File: src/rtl/alu_pkg.sv
// alu_pkg: shared ALU encodings and request/response records
package alu_pkg;
  localparam int XLEN = 32;
  localparam logic [1:0] FN_SHIFT = 2'b00;
  localparam logic [1:0] FN_PASS  = 2'b01;
  localparam logic [1:0] FN_ARITH = 2'b10;
  localparam logic [1:0] FN_LOGIC = 2'b11;
  localparam logic [1:0] OP_ADD = 2'b00;
  localparam logic [1:0] OP_SUB = 2'b11;
  localparam logic [1:0] OP_AND = 2'b00;
  localparam logic [1:0] OP_OR  = 2'b01;
  localparam logic [1:0] OP_XOR = 2'b10;
  localparam logic [1:0] OP_NOR = 2'b11;
  localparam logic [1:0] OP_SHL = 2'b01;
  localparam logic [1:0] OP_SHR = 2'b10;
  typedef struct packed {
    logic [XLEN-1:0] a;
    logic [XLEN-1:0] b;
    logic [1:0]      opcode;
    logic [1:0]      fnclass;
  } alu_req_t;
  typedef struct packed {
    logic [XLEN-1:0] result;
    logic            zerof;
    logic            ovf;
    logic            cout;
  } alu_rsp_t;
endpackage

File: src/rtl/alu.sv
// alu: combinational ALU; ovf/c_out only meaningful for the arithmetic class
module alu
  import alu_pkg::*;
#(
  parameter int N = 32
) (
  input  logic [N-1:0] a,
  input  logic [N-1:0] b,
  input  logic [1:0]   opcode,
  input  logic [1:0]   fnclass,
  output logic [N-1:0] out,
  output logic         zerof,
  output logic         ovf,
  output logic         c_out
);
  localparam int SW = $clog2(N);
  logic         sub;
  logic [N-1:0] bb;
  logic [N:0]   sum;
  logic [N-1:0] lg;
  logic [N-1:0] sh;
  // subtraction is a + ~b + 1, so c_out means "no borrow" (a >= b unsigned)
  always_comb begin
    sub   = opcode == OP_SUB;
    bb    = sub ? ~b : b;
    sum   = {1'b0, a} + {1'b0, bb} + {{N{1'b0}}, sub};
    lg    = opcode == OP_AND ? a & b : opcode == OP_OR ? a | b : opcode == OP_XOR ? a ^ b : ~(a | b);
    sh    = opcode == OP_SHL ? a << b[SW-1:0] : opcode == OP_SHR ? a >> b[SW-1:0] : a;
    out   = fnclass == FN_ARITH ? sum[N-1:0] : fnclass == FN_LOGIC ? lg : fnclass == FN_SHIFT ? sh : a;
    zerof = out == '0;
    ovf   = fnclass == FN_ARITH && a[N-1] == bb[N-1] && sum[N-1] != a[N-1];
    c_out = fnclass == FN_ARITH && sum[N];
  end
endmodule

File: src/rtl/alu_exec_pipe.sv
// alu_exec_pipe: two-stage valid/ready execute wrapper around alu with sticky flags and op counter
module alu_exec_pipe
  import alu_pkg::*;
#(
  parameter int N     = 32,
  parameter int CNT_W = 16
) (
  input  logic             clk,
  input  logic             rst,
  input  logic             in_valid,
  output logic             in_ready,
  input  logic [N-1:0]     in_a,
  input  logic [N-1:0]     in_b,
  input  logic [1:0]       in_opcode,
  input  logic [1:0]       in_fnclass,
  input  logic             flush,
  output logic             out_valid,
  input  logic             out_ready,
  output logic [N-1:0]     out_result,
  output logic             out_zerof,
  output logic             out_ovf,
  output logic             out_cout,
  output logic             sticky_ovf,
  output logic             sticky_cout,
  input  logic             clr_sticky,
  output logic [CNT_W-1:0] op_count
);
  logic         s1_valid;
  logic         s2_valid;
  logic         s2_ready;
  logic         consume;
  logic [N-1:0] s1_a;
  logic [N-1:0] s1_b;
  logic [1:0]   s1_op;
  logic [1:0]   s1_fn;
  logic [N-1:0] alu_out;
  logic         alu_z;
  logic         alu_v;
  logic         alu_c;
  assign s2_ready  = !s2_valid || out_ready;
  assign in_ready  = !s1_valid || s2_ready;
  assign out_valid = s2_valid;
  assign consume   = s2_valid && out_ready;
  alu #(.N(N)) u_alu (
    .a      (s1_a),
    .b      (s1_b),
    .opcode (s1_op),
    .fnclass(s1_fn),
    .out    (alu_out),
    .zerof  (alu_z),
    .ovf    (alu_v),
    .c_out  (alu_c)
  );
  // consume uses the pre-flush s2 contents, so a result leaving during flush still counts
  always_ff @(posedge clk) begin
    if (rst) begin
      s1_valid    <= 1'b0;
      s2_valid    <= 1'b0;
      s1_a        <= '0;
      s1_b        <= '0;
      s1_op       <= '0;
      s1_fn       <= '0;
      out_result  <= '0;
      out_zerof   <= 1'b0;
      out_ovf     <= 1'b0;
      out_cout    <= 1'b0;
      sticky_ovf  <= 1'b0;
      sticky_cout <= 1'b0;
      op_count    <= '0;
    end else begin
      s1_valid <= flush ? 1'b0 : in_ready ? in_valid : s1_valid;
      s2_valid <= flush ? 1'b0 : s2_ready ? s1_valid : s2_valid;
      if (in_valid && in_ready) begin
        s1_a  <= in_a;
        s1_b  <= in_b;
        s1_op <= in_opcode;
        s1_fn <= in_fnclass;
      end
      if (s1_valid && s2_ready) begin
        out_result <= alu_out;
        out_zerof  <= alu_z;
        out_ovf    <= alu_v;
        out_cout   <= alu_c;
      end
      if (consume) op_count <= op_count + 1'b1;
      sticky_ovf  <= (consume && out_ovf) || (sticky_ovf && !clr_sticky);
      sticky_cout <= (consume && out_cout) || (sticky_cout && !clr_sticky);
    end
  end
endmodule
File: config.mk
export PLATFORM = sky130hd
export DESIGN_NAME = alu_exec_pipe
export DESIGN_NICKNAME = d
export VERILOG_FILES = /design/src/rtl/alu_pkg.sv /design/src/rtl/alu.sv /design/src/rtl/alu_exec_pipe.sv
export SDC_FILE = /design/constraint.sdc
export NUM_CORES = 1
export LEC_CHECK = 0
export ABC_AREA = 1
export CAP_MARGIN = 20
export CORE_MARGIN = 1.5
export CORE_UTILIZATION = 45
export DETAILED_ROUTE_END_ITERATION = 6
export HOLD_SLACK_MARGIN = 0.12
export PLACE_DENSITY = 0.73
export SYNTH_ARGS = -nofsm -noshare
export SYNTH_HDL_FRONTEND = slang
export SYNTH_HIERARCHICAL = 1
export SYNTH_SLANG_ARGS = --single-unit
File: constraint.sdc
create_clock -name clk -period 3.2 [get_ports clk]
set_clock_uncertainty 0.1 [all_clocks]
set_input_delay 0.64 -clock clk [delete_from_list [all_inputs] [get_ports clk]]
set_output_delay 0.64 -clock clk [all_outputs]
set_load 0.01 [all_outputs]
---- Yosys cells after proc, flatten, opt, wreduce, memory -nomap -nowiden ----
Index checks and enable logic that the tools add are counted.
cells by class
  $add $sub $neg .......................... 3
  equality and inequality tests ........... 7
  shifts and indexed selects .............. 2
  multiplexer cells ....................... 9
  bitwise logic cells ..................... 5
  reduce and logical (&&, ||, !) cells .... 21
operators by type and width
  cell                                            number
  two-way mux 32 bit                              9
  inverter 32 bit                                 2
  adder 32 x 32 -> 33 bit                         1
  adder 33 x 1 -> 33 bit                          1
  AND 32 bit                                      1
  zero test 32 bit                                1
  OR 32 bit                                       1
  << shifter 32 x 5 -> 32 bit                     1
  right shift 32 x 5 -> 32 bit                    1
  bitwise XOR 32 bit                              1
  adder 16 x 1 -> 16 bit (second input constant)  1
  logical AND 1 bit                               10
  == test 2 bit (second input constant)           4
  zero test 2 bit                                 2
  logical OR 1 bit                                4
  zero test 1 bit                                 3
  == test 2 x 1 -> 1 bit (second input constant)  1
  OR reduction 2 bit                              1
  == test 1 bit                                   1
  inequality test 1 bit                           1
storage, ports and cells
  register bits ........................... 123
  input port bits ......................... 74
  output and inout port bits .............. 55

---- Logic depth before layout (Yosys ltp) ----
  depth in word-level cells ............... 8
  gate-level depth with buffers ........... 25
  depth with buffers taken out ............ 23

---- By module ----
The synthesis kept the hierarchy.
by module, submodules not included
  module         times used  cells each  area an instance (um^2)  sequential area each (um^2)
  alu            1           1764        9048.7                   0.0
  alu_exec_pipe  1           586         4524.3                   2462.4

---- Worst setup path after synthesis ----
Ideal clock, no wire load.
  kind .................................... reg2reg
  from .................................... register s1_op[0]
  to ...................................... register out_zerof
  library setup time ...................... 0.065 ns
  data arrival time ....................... 2.888 ns
  required time ........................... 3.035 ns
  slack ................................... 0.148 ns
  stages on the path, launching flop included .. 24
  buffers on the path ..................... 2
  clock period less this slack ............ 3.052 ns
  cell sequence ........................... dfxtp_1 -> buf_4 -> nand2_4 -> clkbuf_1 -> xor2_1 -> ha_1 -> nand2_1 -> nand2_1 -> nor2_2 -> nor2_1 -> or2_1 -> nand2_1 -> nand3_1 -> nand2_1 -> nand2_1 -> nor2_1 -> a21oi_1 -> nor2_1 -> nand2_1 -> nor2_1 -> nand3_1 -> nor2_1 -> o21ai_0 -> nor2_1
between the ends
  cells in the longest elaborated chain, start to end .. 7
RTL lines
  element                                                                          line                 source
  from (decl)                                                                      alu_exec_pipe.sv:34  logic [1:0] s1_op;
  from (signal assigned)                                                           alu_exec_pipe.sv:76  s1_op <= in_opcode;
  parallel branches: the longest is 5 deep, another holds adder 32 x 32 -> 33 bit  n/a
  two-way mux 32 bit (*)                                                           alu.sv:29            out = fnclass == FN_ARITH ? sum[N-1:0] : fnclass == FN_LOGIC ? lg : fnclass == FN_SHIFT ? sh : a;
  named net alu_out[24]                                                            alu_exec_pipe.sv:36  logic [N-1:0] alu_out;
  zero test 32 bit (*)                                                             alu.sv:30            zerof = out == '0;
  named net alu_z                                                                  alu_exec_pipe.sv:37  logic alu_z;
  to (signal assigned)                                                             alu_exec_pipe.sv:81  out_zerof <= alu_z;
  to (decl)                                                                        alu_exec_pipe.sv:20  output logic out_zerof,
Mark *: on every way through the listed nets, which the timed path passes.
A chain may end at the register's enable or synchronous reset.

---- Final worst setup path ----
  from .................................... register s1_op[0]
  to ...................................... register out_zerof
between the ends
  cells in the longest elaborated chain, start to end .. 7
RTL lines
  element                                                                          line
  parallel branches: the longest is 5 deep, another holds adder 32 x 32 -> 33 bit  n/a
  two-way mux 32 bit (*)                                                           alu.sv:29
  zero test 32 bit (*)                                                             alu.sv:30
  named net alu_z                                                                  alu_exec_pipe.sv:37
Marks and branches as above.

==> impl_metrics.ini <==
[floorplan]
die_area_sq_mm = 0.0312
rows = 63
start_util_pct = 45.8
die_w_microns = 177
core_area_sq_mm = 0.0296
io_pins = 129
die_h_microns = 177

[synth]
synth_seq_cells = 123
synth_edf_count = 0
seq_area_frac_synth_pct = 18.1
netlist_instances = 2350
synthesis.nets = 2525
synthFlopType = dfxtp_1
async_flop_share_pct = 0
synth_top_cell_by_area = dfxtp_1
syn_area_sq_mm = 0.0136
synth.top_cell.area_share_pct = 18.1
yosysUniqueCellTypes = 52
synthTopCellsByArea = dfxtp_1, nand3_1, nand2_1
ys_warn_count = 6
syn_area_per_cell_sq_um = 5.78

[sta]
hold_violations = 0
tightest_slew_ns = 0.805
slew_violations = 0
fin_ws_ns = -0.0393
max_freq_ghz = 0.309
setup_viol = 1
period_share_pct = 101
slew_headroom_pct = 46.3
holdWs_ns = 0.380
min_period_ns = 3.24
rsz0062_at_grt = yes

[worst_setup_path]
cp-end-kind = flop
reg2reg_depth = 18
rr_endpoint = out_zerof
crit_path_max_fanout = 9
cpPeakStageDelay_ns = 0.42
crit_arrival_ns = 3.51
start_kind = flop
cp_slowest_cell = nor4_1
rrSetupSlack_ns = -0.04
cp_top_family = simple AND/OR/NAND/NOR gates
path_cells = nand2_8 -> buf_12 -> xor2_1 -> ha_1 -> buf_4 -> nand2_1 -> nor4_1 -> buf_4 -> nand3_1 -> a21oi_1 -> nor2_1 -> nor2_1 -> nand3_1 -> nor2_2 -> nand3_1 -> nor2_1 -> o21ai_1 -> nor2_1
crit_type = reg2reg
path_buf_inv = 3
rr_startpoint = s1_op[0]
required_ns = 3.48
crit_path_frequent_cell = nor2_1

[outcome]
status = complete, but fails checks
violations = setup timing

[placement]
gp_congestion = 1.05
io_buffers = 128
dpl.hpwl_microns = 52200
dpl-instance-area_sq_mm = 0.0165
place_ws_ns = -0.280

[worst_hold_path]
min_to = out_cout
hp-class = reg2reg
hold_start = out_cout
hold-path-cell-count = 2

[clocking]
cts.clk_slew.worst_paths_ns = 0.06
clk_latency_ns = 0.44
clock_path_buffers = 2
cts.sinks = 123
cts_made_buffers = 17
cts_tree = yes
cts-root-buf = clkbuf_16
h-tree-depth = 4
ctsHoldBuffers = 0

[grt]
grt_max_degree = 75
grt_overflow_total = 0
grt_pass1_wl_microns = 96200
grtUsageTotal_pct = 41.6
antenna_found_initial = 0
grt_pass1_vias = 15700

[routing]
ant_nets = 0
routedWlPerCell_microns = 21.9
drt-pass1-iter-count = 7
viasPerCell = 5.91
drt_iter0_drc = 2462
drc = 0
num_vias = 17800
drt_wl_total_microns = 65900

[power]
leakage_nw = 8.42
power_density_mw_per_mm2 = 368
peakVddDrop_mv = 0.426

[finish]
area_delta_synth_final_pct = 29.8
fin_nets = 2782
layout-drive-gt1-share_pct = 17.0
antenna_cells = 0
final_cell_area_sq_mm = 0.0176

[flow_run]
maxCapViolations = 0
[area by class of cell]
class,instances,area (sq um)
flip-flops and latches,123,2470
well taps,390,488
clock inverters,11,95.1
clock buffers,21,460
fillers,2974,12000
inverters,211,797
multi-input cells,1887,10000
repair buffers,367,3260
[cells by family after synthesis]
group                    Yosys count  share of synthesized area, %
AND/OR/NAND/NOR                 1356                          43.9
AO/OA/AOI/OAI                    393                          15.3
buffers and inverters            340                          11.0
flip-flops                       123                          18.1
adder cells (fa/ha/maj)          101                          9.37
XOR/XNOR                          37                          2.39
[where the power goes]
| group | internal (mW) | switching [mW] |
|---|---|---|
| Sequential | 1.62 | 0.106 |
| Clock | 1.10 | 0.747 |
| Combinational | 1.08 | 1.83 |
| Total | 3.80 | 2.68 |
[metrics by stage]
| stage | TNS [ns] | std cells | total power [mW] | util [%] |
|---|---|---|---|---|
| after floorplan | 0 | 2350 | 3.19 | - |
| after global placement | -0.257 | 2963 | 4.36 | 55.6 |
| after detailed placement | -0.280 | 2963 | 4.38 | 55.6 |
| after CTS | 0 | 2998 | 6.24 | 57.9 |
| after global routing | -0.255 | 3010 | 6.75 | 59.4 |
| final | -0.0393 | 3010 | 6.48 | 59.4 |
[routing by layer]
metal,vias up,share of wire (%),track usage [%]
met3,152,12,9.24
met5,-,0,0
met1,8139,43,59.4
li1,8270,-,-
met2,1242,40,60.0
met4,0,4.3,16.6
[cell usage after synthesis, drive strengths merged (4+ instances only)]
cell and count:
buf 85, clkbuf 44, xor2 34, or2 4
nand3 437, nand4 13, inv 208, dfxtp 123
nand2 547, o21bai 8, ha 100, nor3 16
a21oi 115, o211ai 11, o21ai 242, nor2 332
[registers in the layout (all words and copies together), names as in the netlist]
signal and flops:
sticky_ovf 1, out_ovf 1, s1_op 2, s1_fn 2, out_cout 1, s1_valid 1
out_valid 1, sticky_cout 1, out_result 32, out_zerof 1, s1_b 32, s1_a 32
op_count 16
[worst max-delay path by stage]
stage / end / cells after the start / slack, ns / start
finish: out_zerof / 18 / -0.04 / s1_op[0]
CTS: out_zerof / 22 / 0.009 / s1_op[1]
detailed placement: out_zerof / 21 / -0.28 / s1_op[0]
global placement: out_zerof / 20 / -0.26 / s1_op[0]
global route: out_zerof / 20 / -0.21 / s1_op[0]
floorplan: out_zerof / 23 / 0.15 / s1_op[0]
[worst min-delay path: cells and delay by family (launching register included)]
| kind | cells | cell delay (ns) |
|---|---|---|
| DFF | 1 | 0.31 |
| buffers and inverters | 1 | 0.07 |
| AOI/OAI and AO/OA | 1 | 0.06 |
[cells in the final DEF (no fill, tap or decap), types with 52 or more instances in the layout]
master           Yosys  final
nand2_1            512    486
nand3_1            429    419
nor2_1             317    295
buf_4                9    224
o21ai_0            224    209
inv_1              198    196
clkdlybuf4s50_1      0    128
dfxtp_1            123    119
ha_1               100     99
a21oi_1            114     92
nand2_2             28     52
[what timing repair did]
item,in CTS,in global routing
pin swaps,6,40
setup buffers,3,10
endpoints found under the setup margin,2,4
endpoints found under the hold margin,0,0
gates cloned,0,2
resized for setup,33,99
No activity file was read; power rests on OpenSTA's default activity.
